[config.mk]
export PLATFORM = sky130hd
export DESIGN_NAME = mux_nto1_pipe_flat
export DESIGN_NICKNAME = d
export VERILOG_FILES = /design/src/rtl/mux_nto1_pipe_if.sv /design/src/rtl/mux_nto1_pipe.sv /design/src/flat_wrapper.sv
export SDC_FILE = /design/constraint.sdc
export NUM_CORES = 1
export LEC_CHECK = 0
export ABC_CLOCK_PERIOD_IN_PS = 2440
export BUFFER_PORTS_ARGS = -buffer_cell sky130_fd_sc_hd__buf_2
export CAP_MARGIN = 25
export CORE_MARGIN = 2
export CORE_UTILIZATION = 39
export CTS_CLUSTER_DIAMETER = 40
export DETAILED_ROUTE_END_ITERATION = 16
export GPL_ROUTABILITY_DRIVEN = 0
export PLACE_DENSITY = 0.84
export SETUP_SLACK_MARGIN = 0.2
export SLEW_MARGIN = 15
export SYNTH_ARGS = -nofsm -noshare
export SYNTH_HDL_FRONTEND = slang
export SYNTH_SLANG_ARGS = --single-unit
[constraint.sdc]
create_clock -name clk -period 2.44 [get_ports clk]
set_input_delay 0.122 -clock clk [delete_from_list [all_inputs] [get_ports clk]]
set_output_delay 0.122 -clock clk [all_outputs]
set_load 0.005 [all_outputs]
[src/rtl/mux_nto1_pipe_if.sv]
// rtl/mux_nto1_pipe_if.sv - handshake bundle for the N:1 pipelined mux
interface mux_nto1_pipe_if #(
  parameter int WIDTH = 8,
  parameter int N     = 4
);
  localparam int SELW = $clog2(N);

  logic [N*WIDTH-1:0] in_data;
  logic [N-1:0]       in_valid;
  logic [N-1:0]       in_ready;
  logic [SELW-1:0]    sel;
  logic               mode;
  logic [WIDTH-1:0]   out_data;
  logic               out_valid;
  logic               out_ready;
  logic [SELW-1:0]    out_ch;

  modport master (
    output in_data, in_valid, sel, mode, out_ready,
    input  in_ready, out_data, out_valid, out_ch
  );

  modport slave (
    input  in_data, in_valid, sel, mode, out_ready,
    output in_ready, out_data, out_valid, out_ch
  );
endinterface

[src/rtl/mux_nto1_pipe.sv]
// rtl/mux_nto1_pipe.sv - N:1 valid/ready mux, fixed or round-robin select, one-deep output register
// Optional beat counter (beat_cnt, cnt_clr) enabled by defining MUX_BEAT_CNT_EN.
module mux_nto1_pipe #(
  parameter int WIDTH = 8,
  parameter int N     = 4
) (
  input  logic              clk,
  input  logic              rst_n,
`ifdef MUX_BEAT_CNT_EN
  input  logic              cnt_clr,
  output logic [15:0]       beat_cnt,
`endif
  mux_nto1_pipe_if.slave    bus
);
  localparam int SELW = $clog2(N);
  localparam logic [SELW:0]   NUM  = N[SELW:0];
  localparam logic [SELW-1:0] LAST = SELW'(N - 1);

  logic [SELW-1:0]  rr_q, rr_d;
  logic             out_valid_q, out_valid_d;
  logic [WIDTH-1:0] out_data_q, out_data_d;
  logic [SELW-1:0]  out_ch_q, out_ch_d;

  logic             accept;
  logic             gnt_valid;
  logic [SELW-1:0]  gnt;
  logic [SELW:0]    cand;
  logic [N-1:0]     in_ready_w;
  logic             xfer;
  logic [WIDTH-1:0] sel_data;

  assign accept = !out_valid_q || bus.out_ready;

  // Round-robin: walk from rr_q upward; lowest offset wins, so scan offsets high to low.
  always_comb begin
    gnt_valid = 1'b0;
    gnt       = '0;
    cand      = '0;
    if (!bus.mode) begin
      gnt_valid = ({1'b0, bus.sel} < NUM);
      gnt       = bus.sel;
    end else begin
      for (int k = N - 1; k >= 0; k--) begin
        cand = {1'b0, rr_q} + (SELW + 1)'(k);
        if (cand >= NUM) cand = cand - NUM;
        if (bus.in_valid[cand[SELW-1:0]]) begin
          gnt_valid = 1'b1;
          gnt       = cand[SELW-1:0];
        end
      end
    end
  end

  always_comb begin
    in_ready_w = '0;
    if (gnt_valid && rst_n) in_ready_w[gnt] = accept;
  end

  assign xfer = |(in_ready_w & bus.in_valid);

  always_comb begin
    sel_data = '0;
    for (int i = 0; i < N; i++) begin
      if (gnt == SELW'(i)) sel_data = bus.in_data[i*WIDTH +: WIDTH];
    end
  end

  always_comb begin
    out_valid_d = out_valid_q;
    out_data_d  = out_data_q;
    out_ch_d    = out_ch_q;
    rr_d        = rr_q;
    if (xfer) begin
      out_valid_d = 1'b1;
      out_data_d  = sel_data;
      out_ch_d    = gnt;
      if (bus.mode) rr_d = (gnt == LAST) ? '0 : gnt + 1'b1;
    end else if (out_valid_q && bus.out_ready) begin
      out_valid_d = 1'b0;
    end
  end

  always_ff @(posedge clk or negedge rst_n) begin
    if (!rst_n) begin
      out_valid_q <= 1'b0;
      out_data_q  <= '0;
      out_ch_q    <= '0;
      rr_q        <= '0;
    end else begin
      out_valid_q <= out_valid_d;
      out_data_q  <= out_data_d;
      out_ch_q    <= out_ch_d;
      rr_q        <= rr_d;
    end
  end

  assign bus.in_ready  = in_ready_w;
  assign bus.out_valid = out_valid_q;
  assign bus.out_data  = out_data_q;
  assign bus.out_ch    = out_ch_q;

`ifdef MUX_BEAT_CNT_EN
  logic [15:0] cnt_q, cnt_d;

  always_comb begin
    cnt_d = cnt_q;
    if (cnt_clr) cnt_d = '0;
    else if (out_valid_q && bus.out_ready && (cnt_q != 16'hFFFF)) cnt_d = cnt_q + 16'd1;
  end

  always_ff @(posedge clk or negedge rst_n) begin
    if (!rst_n) cnt_q <= '0;
    else        cnt_q <= cnt_d;
  end

  assign beat_cnt = cnt_q;
`endif
endmodule
[src/flat_wrapper.sv]
// flat-port wrapper written by rule: the top's interface ports become plain ports
module mux_nto1_pipe_flat 
#(
  parameter int WIDTH = 8,
  parameter int N     = 4
)
  (clk, rst_n, bus_in_data, bus_in_valid, bus_sel, bus_mode, bus_out_ready, bus_in_ready, bus_out_data, bus_out_valid, bus_out_ch);
  mux_nto1_pipe_if #(.WIDTH(WIDTH), .N(N)) bus_i ();
  input  logic clk;
  input  logic rst_n;
  input wire logic [$bits(bus_i.in_data)-1:0] bus_in_data;
  input wire logic [$bits(bus_i.in_valid)-1:0] bus_in_valid;
  input wire logic [$bits(bus_i.sel)-1:0] bus_sel;
  input wire logic [$bits(bus_i.mode)-1:0] bus_mode;
  input wire logic [$bits(bus_i.out_ready)-1:0] bus_out_ready;
  output wire logic [$bits(bus_i.in_ready)-1:0] bus_in_ready;
  output wire logic [$bits(bus_i.out_data)-1:0] bus_out_data;
  output wire logic [$bits(bus_i.out_valid)-1:0] bus_out_valid;
  output wire logic [$bits(bus_i.out_ch)-1:0] bus_out_ch;
  assign bus_i.in_data = bus_in_data;
  assign bus_i.in_valid = bus_in_valid;
  assign bus_i.sel = bus_sel;
  assign bus_i.mode = bus_mode;
  assign bus_i.out_ready = bus_out_ready;
  assign bus_in_ready = bus_i.in_ready;
  assign bus_out_data = bus_i.out_data;
  assign bus_out_valid = bus_i.out_valid;
  assign bus_out_ch = bus_i.out_ch;
  mux_nto1_pipe #(.WIDTH(WIDTH), .N(N)) u_core (.clk(clk), .rst_n(rst_n), .bus(bus_i));
endmodule
==> impl_metrics.toml, run 1 <==
[sta]
fmax_mhz = 432
slew_headroom = 0.776
hold_viol = 0
fin_skew_ns = 0.00282
setup_viol = 0
finalSetupTns_ns = 0
rsz0062_at_grt = "true"
slew_viol_final = 0
period_share = 0.949
worstMarginPinSlew_ns = 0.336
min_period_ns = 2.32
timing.hold.ws_ns = 0.126

[synthesis]
synth_cells = 124
syn-cell-area_um2 = 1020
syn_nets = 170
netlist.area_leader.share = 0.320
ys_seq_area_frac = 0.320
yosys_warnings = 0
avgSynthCellArea_um2 = 8.20
synth_top_cell_by_area = "dfrtp_1"
ys_ff_latch = 13
ys_types = 35
netlist_top_cells_area = "dfrtp_1 32%, a221oi_1 6.9%, a21oi_1 6.4%"

[global_route]
met1_usage = 0.248
met2_usage = 0.343
grt_pass1_vias = 986
grt-ovfl-total = 0
grt_max_degree = 20
grt_pass1_wl_um = 4350
antenna_found_initial = 0
grt.total_usage = 0.199
gr-max-usage-layer = "met2"
grtUsageMet3 = 0.0645

[hold_path]
holdCritPathClass = "in2reg"

[routing]
routed_wl_um = 3290
first_pass_iters = 4
drc = 0
drt_iter0_markers = 23
wire_per_inst_um = 15.0
via_per_inst = 5.52
final_antenna_net_count = 0
vias = 1214

[power]
pwr-share-seq = 0.292
p_clk_frac = 0.095
switchingPower_mw = 0.579
p_per_area_nw_per_um2 = 923
leakagePower_nw = 0.736
ir_worst_vdd_mv = 0.689
p_int_mw = 0.811
switching_share = 0.416
pwr-share-comb = 0.614

[clock_network]
cts_root_buf = "clkbuf_4"
path_clk_slew_ns = 0.08
cts.sinks = 13
clk_latency_ns = 0.27
htree_levels = 1
cts_max_path_buffers = 2
cts_tree = "built"
cts_buffers = 3

[floorplan]
initial_core_util = 0.411
boundaryPins = 57
coreArea_um2 = 2480
die_height_um = 55.1
die-area_um2 = 3030
die_w_um = 55.1
row_count = 18

[setup_path]
cp-end-kind = "flop"
worst-path-buf-inv = 0
critPathArrivalTime_ns = 2.48
worstSetupPathType = "reg2reg"
start_kind = "flop"
max_stage_delay_ns = 0.46
crit_fanout = 6
path_delay_family = "compound AO/OA/AOI/OAI gates"
cp_slowest_cell = "dfrtp_2"
path_cells = "and3b_1, a211oi_2, o221ai_2, o21ai_2, ha_1, a22oi_2, a21o_2, nor2_4, mux2_4"
required_ns = 2.60

[status]
outcome = "complete, no violations"

[cells_and_area]
final_layout_size_suffix_gt1_frac = 0.526
layout_common_cells = "57 x buf_2, 15 x nor2_1, 13 x a21oi_1"
layout_commonest_cell = "buf_2"
n_antenna_cell = 0
nets = 237
fillerInstances = 238
area_growth_pct = 48.1
layoutNonFillerInstCount = 220

[flow_run]
max_cap_viol_count = 0

[place]
detailed_place_hpwl_um = 2250
placedCellCount = 206
io_buffers = 56
## final timing paths
check / start / depth (start not counted) / endpoint / slack, ns
worst max-delay path: u_core.rr_q[1] / 9 / u_core.rr_q[1] / 0.12
worst min register to register: u_core.bus.out_ch[0] / 2 / u_core.bus.out_ch[0] / 0.49
min in group asynchronous: rst_n / 2 / u_core.bus.out_data[1] / 0.28
worst max register to register: u_core.rr_q[1] / 9 / u_core.rr_q[1] / 0.12
worst min-delay path: bus_in_data[27] / 3 / u_core.bus.out_data[3] / 0.13
max in group asynchronous: rst_n / 2 / u_core.rr_q[1] / 1.89
## power by group through the flow
stage | logic [mW] | registers, mW | clock network, mW
detailed placement | 0.663 | 0.406 | 0
CTS | 0.732 | 0.396 | 0.134
finish | 0.853 | 0.406 | 0.132
floorplan | 0.492 | 0.392 | 0
global route | 0.953 | 0.417 | 0.149
global placement | 0.652 | 0.402 | 0
## tightest hold or removal path, stage by stage
cell and delay, ns:
buf_2 0.07, a21oi_1 0.06, o21ai_1 0.10
## sequential cells by signal (all words and copies together) (netlist names)
| register | flops |
|---|---|
| u_core.bus.out_data | 8 |
| u_core.bus.out_valid | 1 |
| u_core.bus.out_ch | 2 |
| u_core.rr_q | 2 |
## layout make-up
type,instances,area (um^2),share of cell area
Multi-Input combinational cell,95,684,0.454
Timing Repair Buffer,70,400,0.266
Clock buffer,4,26.3,0.0174
Tap cell,30,37.5,0.0249
Sequential cell,13,327,0.217
Inverter,8,31.3,0.0208
## timing repair
item | 4_1_cts | 5_1_grt
pin swaps | 1 | 9
gates resized for setup | 15 | 14
setup endpoints to repair | 15 | 16
hold buffers | 1 | 0
hold endpoints to repair | 13 | 0
setup buffers | 2 | 7
## per-layer routing
layer | vias to the layer above | wire length, um
li1 | 580 | -
met1 | 565 | 1270
met2 | 67 | 1640
met3 | 2 | 362
met4 | 0 | 22
met5 | - | 0
## per-stage QoR
stage	power [mW]	utilization	area (um^2)	setup slack [ns]
final	1.39	0.608	1510	0.124
after global routing	1.52	0.608	1510	0.00213
after CTS	1.26	0.560	1390	0.185
after detailed placement	1.07	0.524	1300	-0.196
after global placement	1.05	0.524	1300	-0.0748
after floorplan	0.884	-	1040	0.0976
## kinds of logic (layout without fill, tap and decap cells)
family                     after synthesis  after routing  synth area share
and+or+nand+nor                         46             46             0.215
muxes                                    2              2            0.0258
AOI/OAI and AO/OA                       43             43             0.282
DFF                                     13             13             0.320
adders and majority gates                4              4            0.0492
buffers and inverters                   16             82             0.108
## cell usage after synthesis
cell and n:
nand3_1 1, o211ai_1 1, or4_4 1, dfrtp_1 13, and3b_1 1, buf_6 1
nand2b_1 1, nor2_1 16, buf_8 1, clkinv_1 1, or2b_2 1, clkbuf_8 3
buf_2 1, nand2_1 12, a221oi_1 8, o221ai_1 1, mux2_4 1, nor2b_1 2
and3_1 1, nand3b_1 1, nor3_1 8, a21oi_1 13, a21o_2 1, o211ai_4 1
inv_1 7, a32oi_1 1, ha_1 4, a22oi_1 2, a21boi_0 1, o21ai_0 12
mux2_2 1, a211oi_1 1, a31oi_1 1, clkbuf_1 2, nor3b_1 1
No activity file was read; power rests on OpenSTA's default activity.
==> run 2: changes to the inputs <==
==> constraint.sdc (replaced) <==
create_clock -name clk -period 2.44 [get_ports clk]
set_input_delay 0.244 -clock clk [delete_from_list [all_inputs] [get_ports clk]]
set_output_delay 0.244 -clock clk [all_outputs]
set_load 0.005 [all_outputs]
==> impl_metrics.toml, run 2 (same netlist as run 1, synthesis figures left out) <==
[setup_path]
timing.rr.end = "u_core.bus.out_data[4]"
cp-end-kind = "flop"
crit_fanout = 6
critical_path.most_common_cell = "buf_4"
cp-startpoint = "u_core.rr_q[1]"
endpoint = "u_core.bus.out_data[4]"
worstSetupPathType = "reg2reg"
cp_slowest_cell = "dfrtp_2"
rrSetupSlack_ns = 0.12
r2r-start = "u_core.rr_q[1]"
required_ns = 2.60
path_cells = "a21boi_2, a211oi_2, o221ai_2, o21ai_2, buf_4, ha_4, nor2b_4, buf_4, a221oi_1, nor3_1, a21oi_1, o21ai_1"
max_stage_delay_ns = 0.47
start_kind = "flop"
r2r_cells = 12
critPathArrivalTime_ns = 2.48

[clock_network]
cts.sinks = 13
cts_buffers = 3
cts_tree = "built"
clk_latency_ns = 0.27
cts_root_buf = "clkbuf_4"
path_clk_slew_ns = 0.08
htree_levels = 1
cts_max_path_buffers = 2

[sta]
fmax_mhz = 431
finalSetupTns_ns = 0
hold_viol = 0
min_period_ns = 2.32
timing.hold.ws_ns = 0.253
setup_viol = 0
worstMarginPinSlew_ns = 0.345
period_share = 0.952
slew_viol_final = 0
slew_headroom = 0.770
layout_setup_ws_ns = 0.118
fin_skew_ns = 0.00206
rsz0062_at_grt = "true"

[cells_and_area]
layout_common_cells = "57 x buf_2, 14 x nor2_1, 13 x buf_4"
fillerInstances = 211
layout_commonest_cell = "buf_2"
nets = 247
final_layout_size_suffix_gt1_frac = 0.580
largest_reg_flops = 8
final_cell_area_um2 = 1670
area_growth_pct = 64.0
n_antenna_cell = 0

[routing]
via_per_inst = 5.45
wire_per_inst_um = 15.4
final_antenna_net_count = 0
routed_wl_um = 3550
drc = 0
drt_iter0_markers = 23
vias = 1254
first_pass_iters = 6

[power]
pwr-share-comb = 0.648
switchingPower_mw = 0.628
p_per_area_nw_per_um2 = 920
p_clk_frac = 0.085
pwr-share-seq = 0.267
leakagePower_nw = 0.802
p_int_mw = 0.907
switching_share = 0.409
ir_worst_vdd_mv = 0.767

[global_route]
grt_pass1_vias = 1064
grt.total_usage = 0.205
grt_max_degree = 20
antenna_found_initial = 0
grt-ovfl-total = 0
grt_pass1_wl_um = 4460

[floorplan]
coreArea_um2 = 2480
die_height_um = 55.1
die_w_um = 55.1
initial_core_util = 0.411
die-area_um2 = 3030
boundaryPins = 57
row_count = 18

[hold_path]
holdCritPathClass = "in2reg"

[flow_run]
max_cap_viol_count = 0

[place]
placed_area_um2 = 1300
io_buffers = 56
detailed_place_hpwl_um = 2250
pre_cts_slack_ns = -0.196

[status]
outcome = "complete, no violations"
-- run 2: cell count changes in the layout (fill, tap and decap cells not counted), sizes merged --
cell and delta:
buf +9, clkbuf +1
-- run 2: power by group through the flow --
stage	Clock (mW)	Combinational, mW	Sequential (mW)
after global routing	0.148	1.09	0.423
after floorplan	0	0.492	0.392
after CTS	0.134	0.820	0.396
after global placement	0	0.652	0.402
final	0.131	0.995	0.409
after detailed placement	0	0.663	0.406
-- run 2: what timing repair did --
action,4_1_cts,5_1_grt
buffers inserted,9,7
gates resized for setup,26,22
cloned,1,2
endpoints found under the hold margin,13,0
hold buffers,1,0
endpoints found under the setup margin,16,17
pin swaps,12,15
-- run 2: worst min-delay path by stage --
stage,endpoint,start,depth (start not counted)
floorplan,u_core.bus.out_ch[0],rst_n,0
finish,u_core.bus.out_data[3],bus_in_data[27],3
CTS,u_core.bus.out_data[3],bus_in_data[27],3
global route,u_core.bus.out_data[7],bus_in_data[31],3
detailed placement,u_core.bus.out_data[4],rst_n,1
global placement,u_core.bus.out_data[4],rst_n,1
-- run 2: metrics by stage --
| step | power, mW | std cells | utilization |
|---|---|---|---|
| 2_1_floorplan | 0.884 | 124 | - |
| 3_3_place_gp | 1.05 | 206 | 0.524 |
| 3_5_place_dp | 1.07 | 206 | 0.524 |
| 4_1_cts | 1.35 | 221 | 0.601 |
| 5_1_grt | 1.66 | 230 | 0.673 |
| 6_report | 1.53 | 230 | 0.673 |
-- run 2: worst max-delay path: cells and delay by family, from the launching register on --
kind / cells / cell delay, ns
DFF: 1 / 0.47
AOI/OAI and AO/OA: 7 / 1.06
and+or+nand+nor: 2 / 0.24
adders and majority gates: 1 / 0.16
buffers and inverters: 2 / 0.28
-- run 2: layout make-up --
class                   instances  area [um^2]  share of cell area
multi-input cells              95          722               0.433
inverters                       8         35.0              0.0210
flip-flops and latches         13          327               0.196
repair buffers                 80          520               0.312
well taps                      30         37.5              0.0225
clock buffers                   4         26.3              0.0158
-- run 2: per-layer routing --
layer / vias up / GRT usage / part of all wire
met3: 4 / 0.0645 / 0.098
li1: 601 / - / -
met4: 0 / 0.0650 / 0.0070
met1: 577 / 0.238 / 0.39
met2: 72 / 0.359 / 0.50
met5: - / 0 / 0
